--- src/rtl/mul_sched_pkg.sv ---
// mul_sched_pkg: shared state encoding and index-width helper for the multiplier scheduler.
package mul_sched_pkg;
  typedef enum logic [1:0] {IDLE, ISSUE, WAIT, RESP} state_t;
  function automatic int clog2(input int n);
    int r = 0;
    while ((1 << r) < n) r++;
    return r;
  endfunction
endpackage

--- src/rtl/rr_arbiter.sv ---
// rr_arbiter: combinational rotating-priority pick, first set bit at or above ptr_i with wrap.
module rr_arbiter import mul_sched_pkg::*; #(
  parameter int N = 4,
  localparam int IW = clog2(N)
) (
  input  logic [N-1:0]  req_i,
  input  logic [IW-1:0] ptr_i,
  output logic [N-1:0]  gnt_o,
  output logic [IW-1:0] idx_o,
  output logic          any_o
);
  // Scanning from the farthest offset down lets the nearest requester win last.
  always_comb begin
    idx_o = '0;
    for (int i = N - 1; i >= 0; i--)
      idx_o = req_i[(int'(ptr_i) + i) % N] ? IW'((int'(ptr_i) + i) % N) : idx_o;
    any_o = |req_i;
    gnt_o = any_o ? N'(1) << idx_o : '0;
  end
endmodule

--- src/rtl/mul_scheduler.sv ---
// mul_scheduler: round-robin sharing of one iterative multiplier between N_REQ requesters.
// Optional WAIT watchdog enabled by defining MUL_SCHED_TIMEOUT_EN.
module mul_scheduler import mul_sched_pkg::*; #(
  parameter int C_WIDTH        = 16,
  parameter int N_REQ          = 4,
  parameter int TIMEOUT_CYCLES = 255
) (
  input  logic                       ctl_clk,
  input  logic                       reset,
  input  logic [N_REQ-1:0]           req,
  input  logic [N_REQ*C_WIDTH-1:0]   req_a,
  input  logic [N_REQ*C_WIDTH-1:0]   req_b,
  input  logic [N_REQ-1:0]           req_signed,
  output logic [N_REQ-1:0]           ack,
  output logic [N_REQ-1:0]           rsp_valid,
  output logic [C_WIDTH-1:0]         rsp_y,
  output logic                       rsp_err,
  output logic                       busy,
  output logic [C_WIDTH-1:0]         mul_a,
  output logic [C_WIDTH-1:0]         mul_b,
  output logic                       mul_signed,
  output logic                       mul_trigger,
  input  logic                       mul_ready,
  input  logic                       mul_done,
  input  logic [C_WIDTH-1:0]         mul_y
);
  localparam int IW = clog2(N_REQ);
  state_t state_q, state_d;
  logic [IW-1:0] ptr_q, ptr_d, idx_q, idx_d, gidx;
  logic [N_REQ-1:0] sel_q, sel_d, gnt;
  logic [C_WIDTH-1:0] a_q, a_d, b_q, b_d, y_q, y_d;
  logic s_q, s_d, any;
  rr_arbiter #(.N(N_REQ)) u_arb (
    .req_i(req), .ptr_i(ptr_q), .gnt_o(gnt), .idx_o(gidx), .any_o(any)
  );
`ifdef MUL_SCHED_TIMEOUT_EN
  localparam int TW = $clog2(TIMEOUT_CYCLES + 1);
  logic [TW-1:0] cnt_q, cnt_d;
  logic err_q, err_d;
  assign rsp_err = err_q;
`else
  logic unused_to;
  assign unused_to = ^TIMEOUT_CYCLES;
  assign rsp_err = 1'b0;
`endif
  always_comb begin
    state_d = state_q;
    ptr_d   = ptr_q;
    idx_d   = idx_q;
    sel_d   = sel_q;
    a_d     = a_q;
    b_d     = b_q;
    s_d     = s_q;
    y_d     = y_q;
`ifdef MUL_SCHED_TIMEOUT_EN
    cnt_d   = cnt_q;
    err_d   = err_q;
`endif
    case (state_q)
      IDLE: if (mul_ready && any) begin
        idx_d   = gidx;
        sel_d   = gnt;
        a_d     = req_a[int'(gidx)*C_WIDTH +: C_WIDTH];
        b_d     = req_b[int'(gidx)*C_WIDTH +: C_WIDTH];
        s_d     = req_signed[gidx];
        state_d = ISSUE;
      end
      ISSUE: state_d = WAIT;
      WAIT: if (mul_done) begin
        y_d     = mul_y;
        state_d = RESP;
`ifdef MUL_SCHED_TIMEOUT_EN
        err_d   = 1'b0;
        cnt_d   = '0;
      end else if (cnt_q == TW'(TIMEOUT_CYCLES - 1)) begin
        y_d     = '0;
        err_d   = 1'b1;
        cnt_d   = '0;
        state_d = RESP;
      end else begin
        cnt_d   = cnt_q + 1'b1;
`endif
      end
      RESP: begin
        ptr_d   = (idx_q == IW'(N_REQ - 1)) ? '0 : idx_q + 1'b1;
        state_d = IDLE;
      end
      default: state_d = IDLE;
    endcase
  end
  always_ff @(posedge ctl_clk or negedge reset) begin
    if (!reset) begin
      state_q <= IDLE;
      ptr_q   <= '0;
      idx_q   <= '0;
      sel_q   <= '0;
      a_q     <= '0;
      b_q     <= '0;
      s_q     <= 1'b0;
      y_q     <= '0;
`ifdef MUL_SCHED_TIMEOUT_EN
      cnt_q   <= '0;
      err_q   <= 1'b0;
`endif
    end else begin
      state_q <= state_d;
      ptr_q   <= ptr_d;
      idx_q   <= idx_d;
      sel_q   <= sel_d;
      a_q     <= a_d;
      b_q     <= b_d;
      s_q     <= s_d;
      y_q     <= y_d;
`ifdef MUL_SCHED_TIMEOUT_EN
      cnt_q   <= cnt_d;
      err_q   <= err_d;
`endif
    end
  end
  assign ack         = (state_q == ISSUE) ? sel_q : '0;
  assign rsp_valid   = (state_q == RESP) ? sel_q : '0;
  assign busy        = state_q != IDLE;
  assign mul_trigger = state_q == ISSUE;
  assign mul_a       = a_q;
  assign mul_b       = b_q;
  assign mul_signed  = s_q;
  assign rsp_y       = y_q;
endmodule

--- config.mk ---
export PLATFORM = sky130hd
export DESIGN_NAME = mul_scheduler
export DESIGN_NICKNAME = d
export VERILOG_FILES = /design/src/rtl/mul_sched_pkg.sv /design/src/rtl/rr_arbiter.sv /design/src/rtl/mul_scheduler.sv
export SDC_FILE = /design/constraint.sdc
export NUM_CORES = 1
export LEC_CHECK = 0
export CAP_MARGIN = 20
export CORE_ASPECT_RATIO = 1.2
export CORE_MARGIN = 5
export CORE_UTILIZATION = 34
export CTS_CLUSTER_SIZE = 24
export DETAILED_ROUTE_END_ITERATION = 7
export PLACE_DENSITY = 0.75
export SLEW_MARGIN = 10
export SYNTH_ARGS = -nofsm -noshare
export SYNTH_HDL_FRONTEND = slang
export SYNTH_HIERARCHICAL = 1
export SYNTH_SLANG_ARGS = --single-unit
--- constraint.sdc ---
create_clock -name ctl_clk -period 2.5 [get_ports ctl_clk]
set_clock_uncertainty 0.2 [all_clocks]
set_input_delay 0.625 -clock ctl_clk [delete_from_list [all_inputs] [get_ports ctl_clk]]
set_output_delay 0.625 -clock ctl_clk [all_outputs]
set_load 0.01 [all_outputs]
# ---- Word-level counts from Yosys, hierarchy flattened
# Cells that the tools add are included.
dict set report word_totals {
  output_inout_bits 60
  wordCells 63
  regBits 59
}
dict set report op_classes {
  shifts 3
  add_sub_neg 4
  order_cmp 5
  n_bitwise 3
  n_mux 24
  n_reduce_logical 10
  n_eq_ne 6
}
# cell count
set op_table {}
lappend op_table {{$shiftx 64x7->16} 2}
lappend op_table {{$mux 2} 7}
lappend op_table {{$lt 3x4->1 const B} 3}
lappend op_table {{$mux 4} 3}
lappend op_table {{$bmux 1 s2} 5}
lappend op_table {{$mux 1} 8}
lappend op_table {{$pmux 2 s4} 1}
lappend op_table {{$eq 2x2->1 const B} 3}
lappend op_table {{$lt 2x3->1 const B} 2}
lappend op_table {{$reduce_and 2->1} 3}
lappend op_table {{$reduce_or 2->1} 3}
lappend op_table {{$add 2x1->2 const B} 2}
lappend op_table {{$add 2x2->2 const B} 2}
lappend op_table {{$ne 2x2->1 const B} 2}
lappend op_table {{$reduce_or 4->1} 1}
lappend op_table {{$shl 1x2->4 const A} 1}
lappend op_table {{$and 1x1->1 const A} 3}
lappend op_table {{$eq 2x1->1 const B} 1}
lappend op_table {{$logic_not 2->1} 1}
lappend op_table {{$reduce_bool 2->1} 1}
lappend op_table {{$logic_and 1x1->1} 1}

# ---- Depth between registers and ports, before layout
dict set report depth {
  word_depth 12
  mapped_depth 9
  depth_no_buf 5
}

# ---- Hierarchy
# The synthesis kept the hierarchy.
# mod cells_each instances area_each_um2
set modules_own_cells {}
lappend modules_own_cells {mul_scheduler 264 1 3335.7}
lappend modules_own_cells {rr_arbiter 29 1 198.9}

# ---- Least setup slack after synthesis
# No wires, ideal clock.
dict set report synth_path {
  path_kind {in2reg}
  from {in req[3]}
  to {reg a_q[14] (netlist: mul_a[14])}
  stages 8
  n_path_buf 4
  t_arrival_ns 1.865
  setup_slack_ns 0.303
  setup_time_ns 0.132
  path_cell_list {buf_2 > a2111oi_2 > nor2_1 > buf_2 > buf_6 > buf_6 > mux2i_1 > o221ai_2}
}
dict set report synth_via {
  elab_chain_cells 8
  elab_cells_between_ends 19
  cone_classes {shift (1); mux (15); reduce/logical (3)}
}
# item line
set synth_lines {}
lappend synth_lines {{from (decl)} mul_scheduler.sv:10} ;# input logic [N_REQ-1:0] req,
lappend synth_lines {{$bmux 1 s2} rr_arbiter.sv:16} ;# idx_o = req_i[(int'(ptr_i) + i) % N] ? IW'((int'(ptr_i) + i) % N) : idx_o;
lappend synth_lines {{$mux 1 (implied by the code) (2 in series)} rr_arbiter.sv:16}
lappend synth_lines {{$mux 2 (3 in series)} rr_arbiter.sv:16}
lappend synth_lines {{$mux 2 (*)} rr_arbiter.sv:16}
lappend synth_lines {{net gidx[1]} mul_scheduler.sv:29} ;# logic [IW-1:0] ptr_q, ptr_d, idx_q, idx_d, gidx;
lappend synth_lines {{$shiftx 64x7->16 (*)} mul_scheduler.sv:63} ;# a_d = req_a[int'(gidx)*C_WIDTH +: C_WIDTH];
lappend synth_lines {{to (signal assigned)} mul_scheduler.sv:97} ;# a_q <= '0;
lappend synth_lines {{to (signal assigned)} mul_scheduler.sv:110} ;# a_q <= a_d;
lappend synth_lines {{to (decl)} mul_scheduler.sv:31} ;# logic [C_WIDTH-1:0] a_q, a_d, b_q, b_d, y_q, y_d;
# Mark *: on every way through the listed nets, which the timed path passes. The rest lies on a longest branch. The select of a mux whose other input is x is not followed.
# A chain may end at the register's enable or synchronous reset.

# ---- Worst setup path after layout
dict set report layout_path {
  from {reg state_q[1]}
  to {out busy}
}
dict set report layout_via {
  elab_chain_cells 1
}
# item line
set layout_lines {}
lappend layout_lines {{from (decl)} mul_scheduler.sv:28} ;# state_t state_q, state_d;
lappend layout_lines {{from (signal assigned)} mul_scheduler.sv:106} ;# state_q <= state_d;
lappend layout_lines {{$reduce_bool 2->1} mul_scheduler.sv:122} ;# assign busy = state_q != IDLE;
lappend layout_lines {{to (decl)} mul_scheduler.sv:18} ;# output logic busy,
# Every way passes these cells.

==> results.json <==
{
  "period_share_pct": 97.51,
  "first_pass_iters": 4,
  "wl_met3_um": 911,
  "ys_seq_area_share_pct": 41.77,
  "top_layer": "met4",
  "vias_per_cell": 5.051,
  "p_per_area_nw_per_um2": 1022,
  "run_status": "completed",
  "finalHoldViolCount": 0,
  "nNetsFinal": 674,
  "track_usage_pct": 18.47,
  "setup_viol": 0,
  "numCtsBuffers": 9,
  "start_util_pct": 34.96,
  "port_buffers": 214,
  "overflow": 0,
  "synth_top_area_share_pct": 41.77,
  "clkPwrFrac_pct": 20.3,
  "root_buffer": "clkbuf_16",
  "fin_crit_ps": 2438,
  "drt-initial-drc-count": 98,
  "async_reset_ff_share_pct": 100.0,
  "cp-start-kind": "flip-flop",
  "dieArea_sq_um": 12540,
  "maxCapViolCount": 0,
  "wl_met2_mm": 6.329,
  "grt_pass1_vias": 3648,
  "core_sq_um": 10110,
  "wl_per_cell_um": 18.00,
  "ioPinCount": 216,
  "dp_hpwl_mm": 8.956,
  "timing.setup.tns_ps": 0,
  "p_sw_mw": 2.169,
  "final_cell_area_sq_um": 6236,
  "yosysWarnings": 6,
  "ys_ff_latch": 59,
  "crit_fanout": 5,
  "power.leakage_nw": 2.671,
  "pwr-share-seq_pct": 27.5,
  "synth_edf_count": 0,
  "avgSynthCellArea_sq_um": 12.06,
  "syn_nets": 455,
  "postRouteAntennaNets": 0,
  "antenna_found_initial": 0,
  "reg2reg_depth": 6,
  "placed_area_sq_um": 5854,
  "cp.required_ps": 1670,
  "fmax_mhz": 410.2,
  "rrSetupSlack_ps": 140,
  "final_common_cell": "clkdlybuf4s50_1",
  "netlist_area_sq_um": 3535,
  "end_kind": "output port",
  "antenna_cells": 0,
  "drc": 0,
  "wl_met1_mm": 4.121,
  "worstSetupPathType": "reg2out",
  "place_congestion": 0.7951,
  "num_rows": 40,
  "min_path_type": "in2async",
  "clock_latency_ps": 320,
  "grt_pass1_wl_mm": 18.06,
  "yosys.area.top_type": "dfrtp_1",
  "synth_cell_types": 39,
  "postSynthCellCount": 293,
  "tritoncts": "built",
  "final_cell_mix": "209 x clkdlybuf4s50_1, 66 x mux2i_1, 57 x dfrtp_1",
  "synth_area_leaders": "dfrtp_1 42%, mux2i_1 19%, o221ai_2 5.5%, o221ai_1 5.0%, mux2_1 3.5%",
  "wl_mm": 11.57,
  "cts_sinks": 59,
  "layout-drive-gt1-share_pct": 16.44,
  "hold_ws_ps": 115.9,
  "grt_max_degree": 39,
  "crit_arrival_ps": 1610,
  "p_int_mw": 4.203,
  "layout.cells.non_filler": 643,
  "finalMaxSlewViolations": 0,
  "htreeDepth": 3,
  "ctsHoldBuffers": 0,
  "swShare_pct": 34.04,
  "num_vias": 3248,
  "die_y_um": 121.7,
  "clkTransAtPathRegs_ps": 60,
  "die_w_um": 103.1,
  "synth_flop_cell": "dfrtp_1",
  "comb_power_share_pct": 52.3,
  "ir_drop_mv": 0.4332,
  "cts_buffer_depth": 2,
  "area_delta_synth_final_pct": 76.42,
  "post-place-cells": 625
}
==> final cells by class <==
cell class | instances | area [sq um]
well taps | 126 | 157.7
clock buffers | 11 | 232.7
repair buffers | 231 | 2347
clock inverters | 5 | 77.57
fillers | 803 | 3874
flip-flops and latches | 59 | 1479
inverters | 6 | 25.02
multi-input cells | 205 | 1917
==> cells by family after synthesis <==
logic type | after synthesis | share of synthesized area (%)
buffers and inverters | 29 | 5.805
adder cells (fa/ha/maj) | 6 | 2.124
multiplexers | 90 | 26.87
AO/OA/AOI/OAI | 50 | 14.51
flip-flops | 59 | 41.77
AND/OR/NAND/NOR | 58 | 8.814
other | 1 | 0.1061
==> per-stage QoR <==
stage               total power [mW]  worst slack, ps  util, %
CTS                            6.387           -16.91    61.29
detailed placement             5.008           -240.7    57.91
global route                   6.771           -11.37    61.68
global placement               4.920           -201.5    57.91
floorplan                      3.498            303.2        -
finish                         6.371            62.22    61.68
==> power groups by stage <==
| stage | combinational, mW | clock [mW] | sequential, mW |
|---|---|---|---|
| detailed placement | 3.27 | 0 | 1.73 |
| global placement | 3.20 | 0 | 1.72 |
| global route | 3.59 | 1.36 | 1.82 |
| floorplan | 1.64 | 0 | 1.86 |
| CTS | 3.33 | 1.32 | 1.74 |
| finish | 3.33 | 1.29 | 1.75 |
==> synth_stat cells, types with 6 or more instances <==
master	count
mux2i_1	66
dfrtp_1	59
nand2_1	29
o221ai_1	20
o221ai_2	13
mux2_1	11
buf_6	10
nand2_2	9
and2_1	8
mux2_2	8
buf_2	7
ha_1	6
inv_1	6
==> critical path: stages (launching register included) <==
cell	delay (ps)
dfrtp_2	430
inv_4	70
ha_4	190
inv_1	50
clkdlybuf4s50_1	540
==> metal layers <==
metal / vias up / GRT usage (%)
met5: - / 0
met4: 0 / 5.830
met3: 17 / 5.556
met2: 143 / 34.59
met1: 1556 / 19.29
li1: 1532 / -
==> timing repair <==
action | 4_1_cts | 5_1_grt
buffers inserted | 1 | 1
pin swaps | 0 | 1
endpoints found under the setup margin | 10 | 8
resized for setup | 12 | 5
==> final timing paths <==
| check | start | to |
|---|---|---|
| max in group asynchronous | reset | mul_a[14]$_DFFE_PN0P_ |
| hold / removal | reset | ptr_q[1]$_DFFE_PN0N_ |
| setup reg to reg | ptr_q[1]$_DFFE_PN0N_ | mul_a[15]$_DFFE_PN0P_ |
| min in group ctl_clk | mul_a[8]$_DFFE_PN0P_ | mul_a[8]$_DFFE_PN0P_ |
| setup / recovery | state_q[1]$_DFFE_PN0P_ | busy |
| hold reg to reg | mul_a[8]$_DFFE_PN0P_ | mul_a[8]$_DFFE_PN0P_ |
==> registers in the layout, indices dropped and copies added, names as in the netlist <==
| register | count |
|---|---|
| ptr_q | 2 |
| mul_a | 16 |
| mul_b | 16 |
| sel_q | 4 |
| state_q | 2 |
| idx_q | 2 |
| mul_signed | 1 |
| rsp_y | 16 |
Note: power is estimated with default switching activity, not from simulation.
